`config.mk`:
```
export PLATFORM = sky130hd
export DESIGN_NAME = multicycle_control_unit
export DESIGN_NICKNAME = d
export VERILOG_FILES = /design/src/rtl/riscv_mc_pkg.sv /design/src/rtl/mc_alu_decoder.sv /design/src/rtl/multicycle_control_unit.sv
export SDC_FILE = /design/constraint.sdc
export NUM_CORES = 1
export LEC_CHECK = 0
export BUFFER_PORTS_ARGS = -buffer_cell sky130_fd_sc_hd__buf_4
export CORE_AREA = 2 2 48 50
export CTS_BUF_LIST = sky130_fd_sc_hd__clkbuf_16
export DETAILED_ROUTE_END_ITERATION = 10
export DIE_AREA = 0 0 50 52
export PLACE_DENSITY = 0.55
export SLEW_MARGIN = 30
export SYNTH_ARGS = -nofsm -noshare
export SYNTH_HDL_FRONTEND = slang
export SYNTH_SLANG_ARGS = --single-unit
```
`constraint.sdc`:
```
create_clock -name clk -period 2.1 [get_ports clk]
set_input_delay 0.315 -clock clk [delete_from_list [all_inputs] [get_ports clk]]
set_output_delay 0.315 -clock clk [all_outputs]
set_load 0.02 [all_outputs]
```
`src/rtl/riscv_mc_pkg.sv`:
```
// Shared definitions for the multicycle RISC-V control unit: FSM state
// encoding, ALU operation classes, ALU control codes and opcode constants.
package riscv_mc_pkg;

  typedef enum logic [3:0] {
    ST_FETCH    = 4'd0,
    ST_DECODE   = 4'd1,
    ST_MEMADR   = 4'd2,
    ST_MEMREAD  = 4'd3,
    ST_MEMWB    = 4'd4,
    ST_MEMWRITE = 4'd5,
    ST_EXECR    = 4'd6,
    ST_EXECI    = 4'd7,
    ST_ALUWB    = 4'd8,
    ST_JAL      = 4'd9,
    ST_BRANCH   = 4'd10
  } state_t;

  // Operation class handed from the FSM to the ALU decoder
  localparam logic [1:0] ALU_OP_ADD   = 2'b00;
  localparam logic [1:0] ALU_OP_SUB   = 2'b01;
  localparam logic [1:0] ALU_OP_FUNCT = 2'b10;

  // Full 4-bit ALU control codes; the 3-bit build keeps the low bits
  localparam logic [3:0] ALU_ADD  = 4'b0000;
  localparam logic [3:0] ALU_SUB  = 4'b0001;
  localparam logic [3:0] ALU_AND  = 4'b0010;
  localparam logic [3:0] ALU_OR   = 4'b0011;
  localparam logic [3:0] ALU_XOR  = 4'b0100;
  localparam logic [3:0] ALU_SLT  = 4'b0101;
  localparam logic [3:0] ALU_SLL  = 4'b0110;
  localparam logic [3:0] ALU_SRL  = 4'b0111;
  localparam logic [3:0] ALU_SRA  = 4'b1000;
  localparam logic [3:0] ALU_SLTU = 4'b1001;

  localparam logic [6:0] OP_LOAD   = 7'b0000011;
  localparam logic [6:0] OP_STORE  = 7'b0100011;
  localparam logic [6:0] OP_RTYPE  = 7'b0110011;
  localparam logic [6:0] OP_ITYPE  = 7'b0010011;
  localparam logic [6:0] OP_JAL    = 7'b1101111;
  localparam logic [6:0] OP_BRANCH = 7'b1100011;

endpackage

```
`src/rtl/mc_alu_decoder.sv`:
```
// ALU control decoder: maps the FSM's operation class plus funct fields to
// an ALU control code. ALU_CTRL_W selects the 3-bit (reduced) or 4-bit
// (full RV32I ALU) code set; only 3 and 4 are meaningful.
module mc_alu_decoder
  import riscv_mc_pkg::*;
#(
  parameter int ALU_CTRL_W = 3
) (
  input  logic [1:0]            alu_op,
  input  logic [2:0]            funct3,
  input  logic                  funct7_5,
  input  logic                  op_5,
  output logic [ALU_CTRL_W-1:0] alu_control
);

  localparam bit WIDE = (ALU_CTRL_W == 4);

  localparam logic [ALU_CTRL_W-1:0] C_ADD  = ALU_ADD[ALU_CTRL_W-1:0];
  localparam logic [ALU_CTRL_W-1:0] C_SUB  = ALU_SUB[ALU_CTRL_W-1:0];
  localparam logic [ALU_CTRL_W-1:0] C_AND  = ALU_AND[ALU_CTRL_W-1:0];
  localparam logic [ALU_CTRL_W-1:0] C_OR   = ALU_OR[ALU_CTRL_W-1:0];
  localparam logic [ALU_CTRL_W-1:0] C_XOR  = ALU_XOR[ALU_CTRL_W-1:0];
  localparam logic [ALU_CTRL_W-1:0] C_SLT  = ALU_SLT[ALU_CTRL_W-1:0];
  localparam logic [ALU_CTRL_W-1:0] C_SLL  = ALU_SLL[ALU_CTRL_W-1:0];
  localparam logic [ALU_CTRL_W-1:0] C_SRL  = ALU_SRL[ALU_CTRL_W-1:0];
  localparam logic [ALU_CTRL_W-1:0] C_SRA  = ALU_SRA[ALU_CTRL_W-1:0];
  localparam logic [ALU_CTRL_W-1:0] C_SLTU = ALU_SLTU[ALU_CTRL_W-1:0];

  // Operations the narrow ALU cannot perform fall back to add
  always_comb begin
    alu_control = C_ADD;
    case (alu_op)
      ALU_OP_SUB: alu_control = C_SUB;
      ALU_OP_FUNCT: begin
        case (funct3)
          3'b000:  alu_control = (op_5 & funct7_5) ? C_SUB : C_ADD;
          3'b010:  alu_control = C_SLT;
          3'b110:  alu_control = C_OR;
          3'b111:  alu_control = C_AND;
          3'b100:  alu_control = WIDE ? C_XOR : C_ADD;
          3'b001:  alu_control = WIDE ? C_SLL : C_ADD;
          3'b011:  alu_control = WIDE ? C_SLTU : C_ADD;
          3'b101:  alu_control = WIDE ? (funct7_5 ? C_SRA : C_SRL) : C_ADD;
          default: alu_control = C_ADD;
        endcase
      end
      default: alu_control = C_ADD;
    endcase
  end

endmodule

```
`src/rtl/multicycle_control_unit.sv`:
```
// Multicycle RISC-V control unit: Moore FSM sequencing fetch/decode/execute,
// with combinational imm_src, branch-taken and ALU control decode.
// Optional performance counters (cycle_count, instret_count) are built when
// MC_CTRL_PERF_EN is defined.
module multicycle_control_unit
  import riscv_mc_pkg::*;
#(
  parameter int ALU_CTRL_W = 3,
  parameter int BNE_EN     = 1
) (
  input  logic                  clk,
  input  logic                  rst_n,
  input  logic [6:0]            op,
  input  logic [2:0]            funct3,
  input  logic                  funct7_5,
  input  logic                  zero,
  output logic                  pc_write,
  output logic                  adr_src,
  output logic                  mem_write,
  output logic                  ir_write,
  output logic                  reg_write,
  output logic [1:0]            result_src,
  output logic [1:0]            alu_src_a,
  output logic [1:0]            alu_src_b,
  output logic [1:0]            imm_src,
  output logic [ALU_CTRL_W-1:0] alu_control,
  output logic                  illegal_op,
  output logic [3:0]            state_o
`ifdef MC_CTRL_PERF_EN
  ,
  output logic [31:0]           cycle_count,
  output logic [31:0]           instret_count
`endif
);

  localparam bit BNE_ON = (BNE_EN != 0);

  state_t     state_reg;
  state_t     state_next;
  logic       pc_update;
  logic       branch;
  logic       ir_write_s;
  logic       reg_write_s;
  logic       mem_write_s;
  logic [1:0] alu_op;
  logic       taken;
  logic       branch_supported;
  logic       op_legal;

  // State register; reset returns to FETCH at any point of an instruction
  always_ff @(posedge clk or negedge rst_n) begin
    if (!rst_n) state_reg <= ST_FETCH;
    else        state_reg <= state_next;
  end

  // Next-state sequencing
  always_comb begin
    state_next = ST_FETCH;
    case (state_reg)
      ST_FETCH: state_next = ST_DECODE;
      ST_DECODE: begin
        case (op)
          OP_LOAD, OP_STORE: state_next = ST_MEMADR;
          OP_RTYPE:          state_next = ST_EXECR;
          OP_ITYPE:          state_next = ST_EXECI;
          OP_JAL:            state_next = ST_JAL;
          OP_BRANCH:         state_next = ST_BRANCH;
          default:           state_next = ST_FETCH;
        endcase
      end
      ST_MEMADR:  state_next = op[5] ? ST_MEMWRITE : ST_MEMREAD;
      ST_MEMREAD: state_next = ST_MEMWB;
      ST_EXECR, ST_EXECI, ST_JAL: state_next = ST_ALUWB;
      default:    state_next = ST_FETCH;
    endcase
  end

  // Moore outputs decoded from the current state
  always_comb begin
    pc_update   = 1'b0;
    branch      = 1'b0;
    ir_write_s  = 1'b0;
    reg_write_s = 1'b0;
    mem_write_s = 1'b0;
    adr_src     = 1'b0;
    result_src  = 2'b00;
    alu_src_a   = 2'b00;
    alu_src_b   = 2'b00;
    alu_op      = ALU_OP_ADD;
    case (state_reg)
      ST_FETCH: begin
        ir_write_s = 1'b1;
        pc_update  = 1'b1;
        alu_src_b  = 2'b10;
        result_src = 2'b10;
      end
      ST_DECODE: begin
        alu_src_a = 2'b01;
        alu_src_b = 2'b01;
      end
      ST_MEMADR: begin
        alu_src_a = 2'b10;
        alu_src_b = 2'b01;
      end
      ST_MEMREAD: adr_src = 1'b1;
      ST_MEMWB: begin
        result_src  = 2'b01;
        reg_write_s = 1'b1;
      end
      ST_MEMWRITE: begin
        adr_src     = 1'b1;
        mem_write_s = 1'b1;
      end
      ST_EXECR: begin
        alu_src_a = 2'b10;
        alu_op    = ALU_OP_FUNCT;
      end
      ST_EXECI: begin
        alu_src_a = 2'b10;
        alu_src_b = 2'b01;
        alu_op    = ALU_OP_FUNCT;
      end
      ST_ALUWB: reg_write_s = 1'b1;
      ST_JAL: begin
        alu_src_a = 2'b01;
        alu_src_b = 2'b10;
        pc_update = 1'b1;
      end
      ST_BRANCH: begin
        alu_src_a = 2'b10;
        alu_op    = ALU_OP_SUB;
        branch    = 1'b1;
      end
      default: ;
    endcase
  end

  // Branch condition and opcode legality straight from the instruction fields
  always_comb begin
    branch_supported = (funct3 == 3'b000) | ((funct3 == 3'b001) & BNE_ON);
    taken = ((funct3 == 3'b000) & zero) | ((funct3 == 3'b001) & BNE_ON & ~zero);
    case (op)
      OP_LOAD, OP_STORE, OP_RTYPE, OP_ITYPE, OP_JAL: op_legal = 1'b1;
      OP_BRANCH: op_legal = branch_supported;
      default:   op_legal = 1'b0;
    endcase
  end

  // Immediate format follows the opcode, independent of state
  always_comb begin
    case (op)
      OP_STORE:  imm_src = 2'b01;
      OP_BRANCH: imm_src = 2'b10;
      OP_JAL:    imm_src = 2'b11;
      default:   imm_src = 2'b00;
    endcase
  end

  // Write strobes are masked while reset is held, since FETCH itself strobes
  assign pc_write   = rst_n & (pc_update | (branch & taken));
  assign ir_write   = rst_n & ir_write_s;
  assign reg_write  = rst_n & reg_write_s;
  assign mem_write  = rst_n & mem_write_s;
  assign illegal_op = rst_n & (state_reg == ST_DECODE) & ~op_legal;
  assign state_o    = state_reg;

  mc_alu_decoder #(
    .ALU_CTRL_W(ALU_CTRL_W)
  ) u_alu_decoder (
    .alu_op     (alu_op),
    .funct3     (funct3),
    .funct7_5   (funct7_5),
    .op_5       (op[5]),
    .alu_control(alu_control)
  );

`ifdef MC_CTRL_PERF_EN
  logic retire;
  assign retire = (state_reg == ST_MEMWB) | (state_reg == ST_MEMWRITE) |
                  (state_reg == ST_ALUWB) | (state_reg == ST_BRANCH);

  // Free-running cycle counter and retired-instruction counter, both wrapping
  always_ff @(posedge clk or negedge rst_n) begin
    if (!rst_n) begin
      cycle_count   <= 32'd0;
      instret_count <= 32'd0;
    end else begin
      cycle_count <= cycle_count + 32'd1;
      if (retire) instret_count <= instret_count + 32'd1;
    end
  end
`endif

endmodule
```
==> results.py, run 1 <==
metrics = {
    "power_and_ir_drop": {
        "p_int_mw": 0.546,
        "pwr-share-seq_pct": 11.6,
        "p_switching_mw": 0.333,
        "ir_worst_vdd_uv": 670,
        "comb_power_share_pct": 55.0,
        "pwr-share-clk_pct": 33.3,
        "p_per_area_mw_per_mm2": 842,
        "p_leak_nw": 0.473,
        "finalPower_mw": 0.879,
        "swShare_pct": 37.9,
    },
    "timing": {
        "worst-slew-pin-transition_ps": 279,
        "period_needed_ps": 2010,
        "rsz0062_at_grt": "no",
        "drv_slew": 0,
        "whs_ps": 444,
        "skew_ps": 0.674,
        "min_period_over_period_pct": 95.7,
        "maxSlewHeadroom_pct": 81.1,
        "clock.fmax_mhz": 498,
        "finalSetupViolCount": 0,
        "setup_tns_ps": 0,
        "report.final.hold_viol_count": 0,
        "fin_ws_ps": 90.1,
    },
    "logic_synthesis": {
        "ys_types": 36,
        "avgSynthCellArea_um2": 8.30,
        "ys_warn_count": 0,
        "ys_seq_area_share_pct": 16.5,
        "yosys_register_bits": 4,
        "syn-num-nets": 89,
        "syn_area_um2": 606,
        "syn_inst": 73,
    },
    "cts": {
        "worst_skew_pair.late_latency_ps": 220,
        "cts_buffer_depth": 2,
        "tritoncts": "yes",
        "numCtsBuffers": 3,
        "clkTransAtPathRegs_ps": 30,
        "htreeDepth": 1,
        "clock-sinks": 4,
        "root_buffer": "clkbuf_16",
    },
    "critical_path": {
        "worstPathMaxFanout": 5,
        "rr_worst_depth": 4,
        "worstSetupPathType": "flop to output pin",
        "cp_cell_sequence": "buf_6 > and4bb_4 > inv_1 > ha_2 > nor2b_4 > o21ai_2 > a21oi_1 > buf_4",
        "critPathCaptureType": "output pin",
        "startpoint_type": "flop",
        "cp.arrival_ps": 1690,
        "critical_path.max_stage_delay_ps": 440,
        "crit_slowest_cell": "dfrtp_2",
        "critPathRequiredTime_ps": 1780,
    },
    "routing": {
        "dr.first_iter.drc_count": 8,
        "post-route-drc-count": 0,
        "firstDrtPassIters": 4,
        "ant_nets": 0,
        "drt-total-wl_um": 1700,
        "wire_per_inst_um": 12.0,
        "vias": 691,
        "vias_per_cell": 4.87,
    },
    "place": {
        "port_buffers": 34,
        "placed_cell_area_um2": 908,
        "place_hpwl_um": 1380,
        "dpl_worst_slack_ps": 262,
        "place.gp.congestion": 0.832,
        "dpl.cell_count": 135,
    },
    "min_path": {
        "hold_class": "input pin to async pin",
    },
    "global_routing": {
        "grt_overflow": 0,
        "track_usage_pct": 13.0,
        "first_global_vias": 594,
        "grt_max_degree": 13,
        "grt_antenna_before_repair": 0,
        "grt_pass1_wl_um": 2570,
    },
    "die": {
        "ios": 35,
        "coreArea_mm2": 0.00211,
        "die-height_um": 52,
        "die_area_mm2": 0.00260,
        "rows": 17,
        "die_width_um": 50,
        "initial_core_util_pct": 28.8,
    },
    "job": {
        "drv_cap": 0,
    },
    "layout": {
        "diodes": 0,
        "largest_reg_flops": 4,
        "finalInstanceArea_mm2": 0.00104,
        "areaGrowthSynthToFinish_pct": 72.3,
        "utilization_pct": 49.6,
        "layoutNonFillerInstCount": 142,
        "final_nets": 132,
        "drive_gt1_share_pct": 50.9,
    },
    "status": {
        "status": "finished, final reports clean",
    },
}
-- Yosys cell counts --
master | instances | area (um2)
xnor2_1 | 2 | 17.5
or2_1 | 1 | 6.26
nor3_2 | 1 | 10.0
and3b_1 | 1 | 8.76
nor3b_1 | 2 | 15.0
a2111oi_4 | 1 | 27.5
ha_1 | 2 | 25.0
buf_2 | 3 | 15.0
nor4b_2 | 1 | 15.0
nor2b_1 | 4 | 25.0
nand2b_1 | 3 | 18.8
xor2_1 | 3 | 26.3
and4bb_4 | 1 | 16.3
o21ai_0 | 3 | 15.0
and2_1 | 3 | 18.8
clkinv_1 | 1 | 3.75
nand2_1 | 5 | 18.8
nor4b_1 | 1 | 8.76
inv_1 | 4 | 15.0
o21a_1 | 2 | 15.0
nand4bb_4 | 1 | 27.5
nor4_1 | 1 | 6.26
o311a_1 | 1 | 10.0
nor2_1 | 3 | 11.3
nand3b_1 | 2 | 15.0
nand3_1 | 2 | 10.0
buf_4 | 1 | 7.51
a21o_1 | 1 | 7.51
nor3_1 | 4 | 20.0
a21oi_1 | 2 | 10.0
nand4_1 | 1 | 6.26
o22ai_1 | 1 | 6.26
a2bb2oi_2 | 1 | 15.0
dfrtp_1 | 4 | 100
and3_1 | 3 | 18.8
nor4_2 | 1 | 12.5
-- metal layers --
layer / part of all wire (%) / vias to the layer above / global-route usage (%)
met3: 3.9 / 0 / 3.16
met5: 0 / - / 0
met1: 45 / 331 / 15.9
li1: - / 344 / -
met2: 51 / 16 / 21.1
met4: 0 / 0 / 6.94
-- timing repair --
action	CTS	global route
endpoints found under the hold margin	4	0
setup buffers	0	3
hold buffers	1	0
gates resized for setup	0	9
setup endpoints to repair	0	3
-- area by class of cell --
cell class                      instances  area, um2
Fill cell                             203       1060
Multi-Input combinational cell         60        490
Timing Repair Buffer                   42        322
Sequential cell                         4        103
Clock buffer                            3       75.1
Tap cell                               28       35.0
Inverter                                5       18.8
-- power groups by stage --
stage	clock, mW	combinational (mW)	sequential, mW
after floorplan	0	0.270	0.118
after global placement	0	0.486	0.102
after detailed placement	0	0.480	0.102
after CTS	0.297	0.484	0.101
after global routing	0.306	0.516	0.104
final	0.293	0.484	0.102
-- critical path, delay by kind of cell (launching register included) --
kind | cells | cell delay, ps
buffers and inverters | 3 | 350
AO/OA/AOI/OAI | 2 | 180
AND/OR/NAND/NOR | 2 | 330
adder cells (fa/ha/maj) | 1 | 170
flip-flops | 1 | 440
-- final timing paths --
check	from	to	slack [ps]
max reg2reg	state_o[2]	state_o[3]	860
max	state_o[3]	alu_control[0]	90
min	rst_n	state_o[1]	440
min in group clk	op[5]	state_o[1]	450
max in group asynchronous	rst_n	state_o[2]	1520
min reg2reg	state_o[2]	state_o[1]	640
-- cells by family after synthesis --
group | share of synthesized area [%]
buffers and inverters | 6.82
and+or+nand+nor | 47.7
AOI/OAI and AO/OA | 17.6
adders and majority gates | 4.13
DFF | 16.5
xor gates and xnor gates | 7.23
-- layout by cell type (no fill, tap or decap), types with 3 or more instances in the layout --
master / netlist / layout
clkbuf_16: 0 / 3
and3_1: 3 / 3
buf_4: 1 / 40
nand2_1: 5 / 5
and2_1: 3 / 3
xor2_1: 3 / 3
nor2_1: 3 / 3
nand2b_1: 3 / 3
inv_1: 4 / 4
nor3_1: 4 / 4
(Power assumes the default switching activity.)
==> run 2, diff against run 1 <==
--- a/config.mk
+++ b/config.mk
@@ -11,6 +11,7 @@
 export DETAILED_ROUTE_END_ITERATION = 10
 export DIE_AREA = 0 0 50 52
 export PLACE_DENSITY = 0.55
+export SETUP_SLACK_MARGIN = 0.15
 export SLEW_MARGIN = 30
 export SYNTH_ARGS = -nofsm -noshare
 export SYNTH_HDL_FRONTEND = slang
==> run 2 against run 1 <==
Effect of this change:
- final cell count decreased by 1.4%
- clock power about the same
- sequential share of layout area about the same
- routed wire length decreased by 0.35%
- flip-flop and latch count unchanged
- die area unchanged
- setup slack improved by 130 ps
- count of clock-buffer cells in the layout unchanged
- clock skew decreased by 0.56 ps
- first-iteration DRC count increased by 75%
- largest power group unchanged
==> results.py, run 2 (synthesis gave the netlist of run 1 again) <==
metrics = {
    "cts": {
        "cts_buffer_depth": 2,
        "tritoncts": "yes",
        "clock-sinks": 4,
        "root_buffer": "clkbuf_16",
        "htreeDepth": 1,
        "numCtsBuffers": 3,
        "worst_skew_pair.late_latency_ps": 220,
        "clkTransAtPathRegs_ps": 30,
    },
    "global_routing": {
        "grt_max_degree": 13,
        "grt_antenna_before_repair": 0,
        "grt_pass1_wl_um": 2660,
        "first_global_vias": 581,
        "track_usage_pct": 13.4,
        "grt_overflow": 0,
    },
    "layout": {
        "final_common_cell": "buf_4",
        "layout_common_cells": "buf_4 (38), inv_1 (4), nand2_1 (4)",
        "final_nets": 130,
        "areaGrowthSynthToFinish_pct": 70.5,
        "drive_gt1_share_pct": 51.8,
        "layoutNonFillerInstCount": 140,
        "largest_reg_flops": 4,
        "seq_area_um2": 101,
        "diodes": 0,
        "multi_input_area_um2": 495,
        "n_fill_cell": 213,
    },
    "critical_path": {
        "cp.arrival_ps": 1570,
        "critPathCaptureType": "output pin",
        "critPathRequiredTime_ps": 1780,
        "worstPathMaxFanout": 4,
        "startpoint_type": "flop",
        "regToRegSetupSlack_ps": 860,
        "worstSetupPathType": "flop to output pin",
    },
    "routing": {
        "wire_per_inst_um": 12.1,
        "vias_per_cell": 4.80,
        "post-route-drc-count": 0,
        "drt-total-wl_um": 1690,
        "vias": 672,
        "dr.first_iter.drc_count": 14,
        "firstDrtPassIters": 4,
        "ant_nets": 0,
    },
    "place": {
        "place.gp.congestion": 0.757,
        "place_hpwl_um": 1380,
        "port_buffers": 34,
        "dpl.cell_count": 135,
        "dpl_worst_slack_ps": 351,
    },
    "timing": {
        "clock.fmax_mhz": 532,
        "period_needed_ps": 1880,
        "finalSetupViolCount": 0,
        "rsz0062_at_grt": "yes",
        "drv_slew": 0,
        "setup_tns_ps": 0,
        "report.final.hold_viol_count": 0,
        "fin_ws_ps": 219,
        "maxSlewHeadroom_pct": 80.7,
        "skew_ps": 0.114,
        "worst-slew-pin-transition_ps": 287,
        "min_period_over_period_pct": 89.6,
    },
    "min_path": {
        "hold_class": "input pin to async pin",
    },
    "die": {
        "die-height_um": 52,
        "initial_core_util_pct": 28.8,
        "die_width_um": 50,
        "ios": 35,
        "coreArea_mm2": 0.00211,
        "rows": 17,
        "die_area_mm2": 0.00260,
    },
    "status": {
        "status": "finished, final reports clean",
    },
    "power_and_ir_drop": {
        "p_leak_nw": 0.466,
        "ir_worst_vdd_uv": 636,
        "p_per_area_mw_per_mm2": 847,
    },
    "job": {
        "drv_cap": 0,
    },
}
run 2: routing by layer:
| metal | up-vias | wire, um | track usage, % |
|---|---|---|---|
| met4 | 0 | 19 | 5.56 |
| met2 | 25 | 829 | 22.4 |
| met3 | 2 | 82 | 1.72 |
| met5 | - | 0 | 0 |
| met1 | 307 | 760 | 17.2 |
| li1 | 338 | - | - |
run 2: what timing repair did:
action                                  CTS  global route
hold buffers                              1             0
resized for setup                         1             8
hold endpoints to repair                  4             0
pin swaps                                 0             1
endpoints found under the setup margin    2             3
setup buffers                             0             1
run 2: worst paths after layout:
check / depth (start not counted) / to / start
setup / recovery: 7 / alu_control[0] / state_o[2]
hold / removal: 2 / state_o[1] / rst_n
setup reg to reg: 4 / state_o[3] / state_o[2]
hold reg to reg: 2 / state_o[3] / state_o[1]
max in group asynchronous: 2 / state_o[3] / rst_n
min in group clk: 3 / state_o[1] / op[5]
run 2: through the flow:
| stage | utilization [%] | total power [mW] | hold slack, ps | area [um2] |
|---|---|---|---|---|
| after floorplan | - | 0.388 | 19.4 | 619 |
| after global placement | 43.6 | 0.584 | 133 | 917 |
| after detailed placement | 43.6 | 0.584 | 132 | 917 |
| after CTS | 47.7 | 0.879 | 442 | 1000 |
| after global routing | 49.0 | 0.927 | 459 | 1030 |
| final | 49.0 | 0.874 | 455 | 1030 |
run 2: power by group:
group	leakage [nW]	total (mW)	internal, mW	switching, mW
combinational	0.378	0.485	0.211	0.275
sequential	0.0517	0.0988	0.0905	0.00829
clock	0.0370	0.290	0.243	0.0477
total	0.466	0.874	0.544	0.331
run 2: cell type report:
| cell class | count | area share, % |
|---|---|---|
| Sequential cell | 4 | 9.82 |
| Timing Repair Buffer | 40 | 29.7 |
| Clock buffer | 3 | 7.27 |
| Tap cell | 28 | 3.39 |
| Multi-Input combinational cell | 60 | 48.0 |
| Inverter | 5 | 1.82 |
run 2: worst max-delay path, cell delays in order, from the launching register on:
cell	delay [ps]
dfrtp_1	390
and4bb_4	320
inv_1	50
ha_2	160
nor2b_2	140
o21ai_1	80
a21oi_2	70
buf_6	130
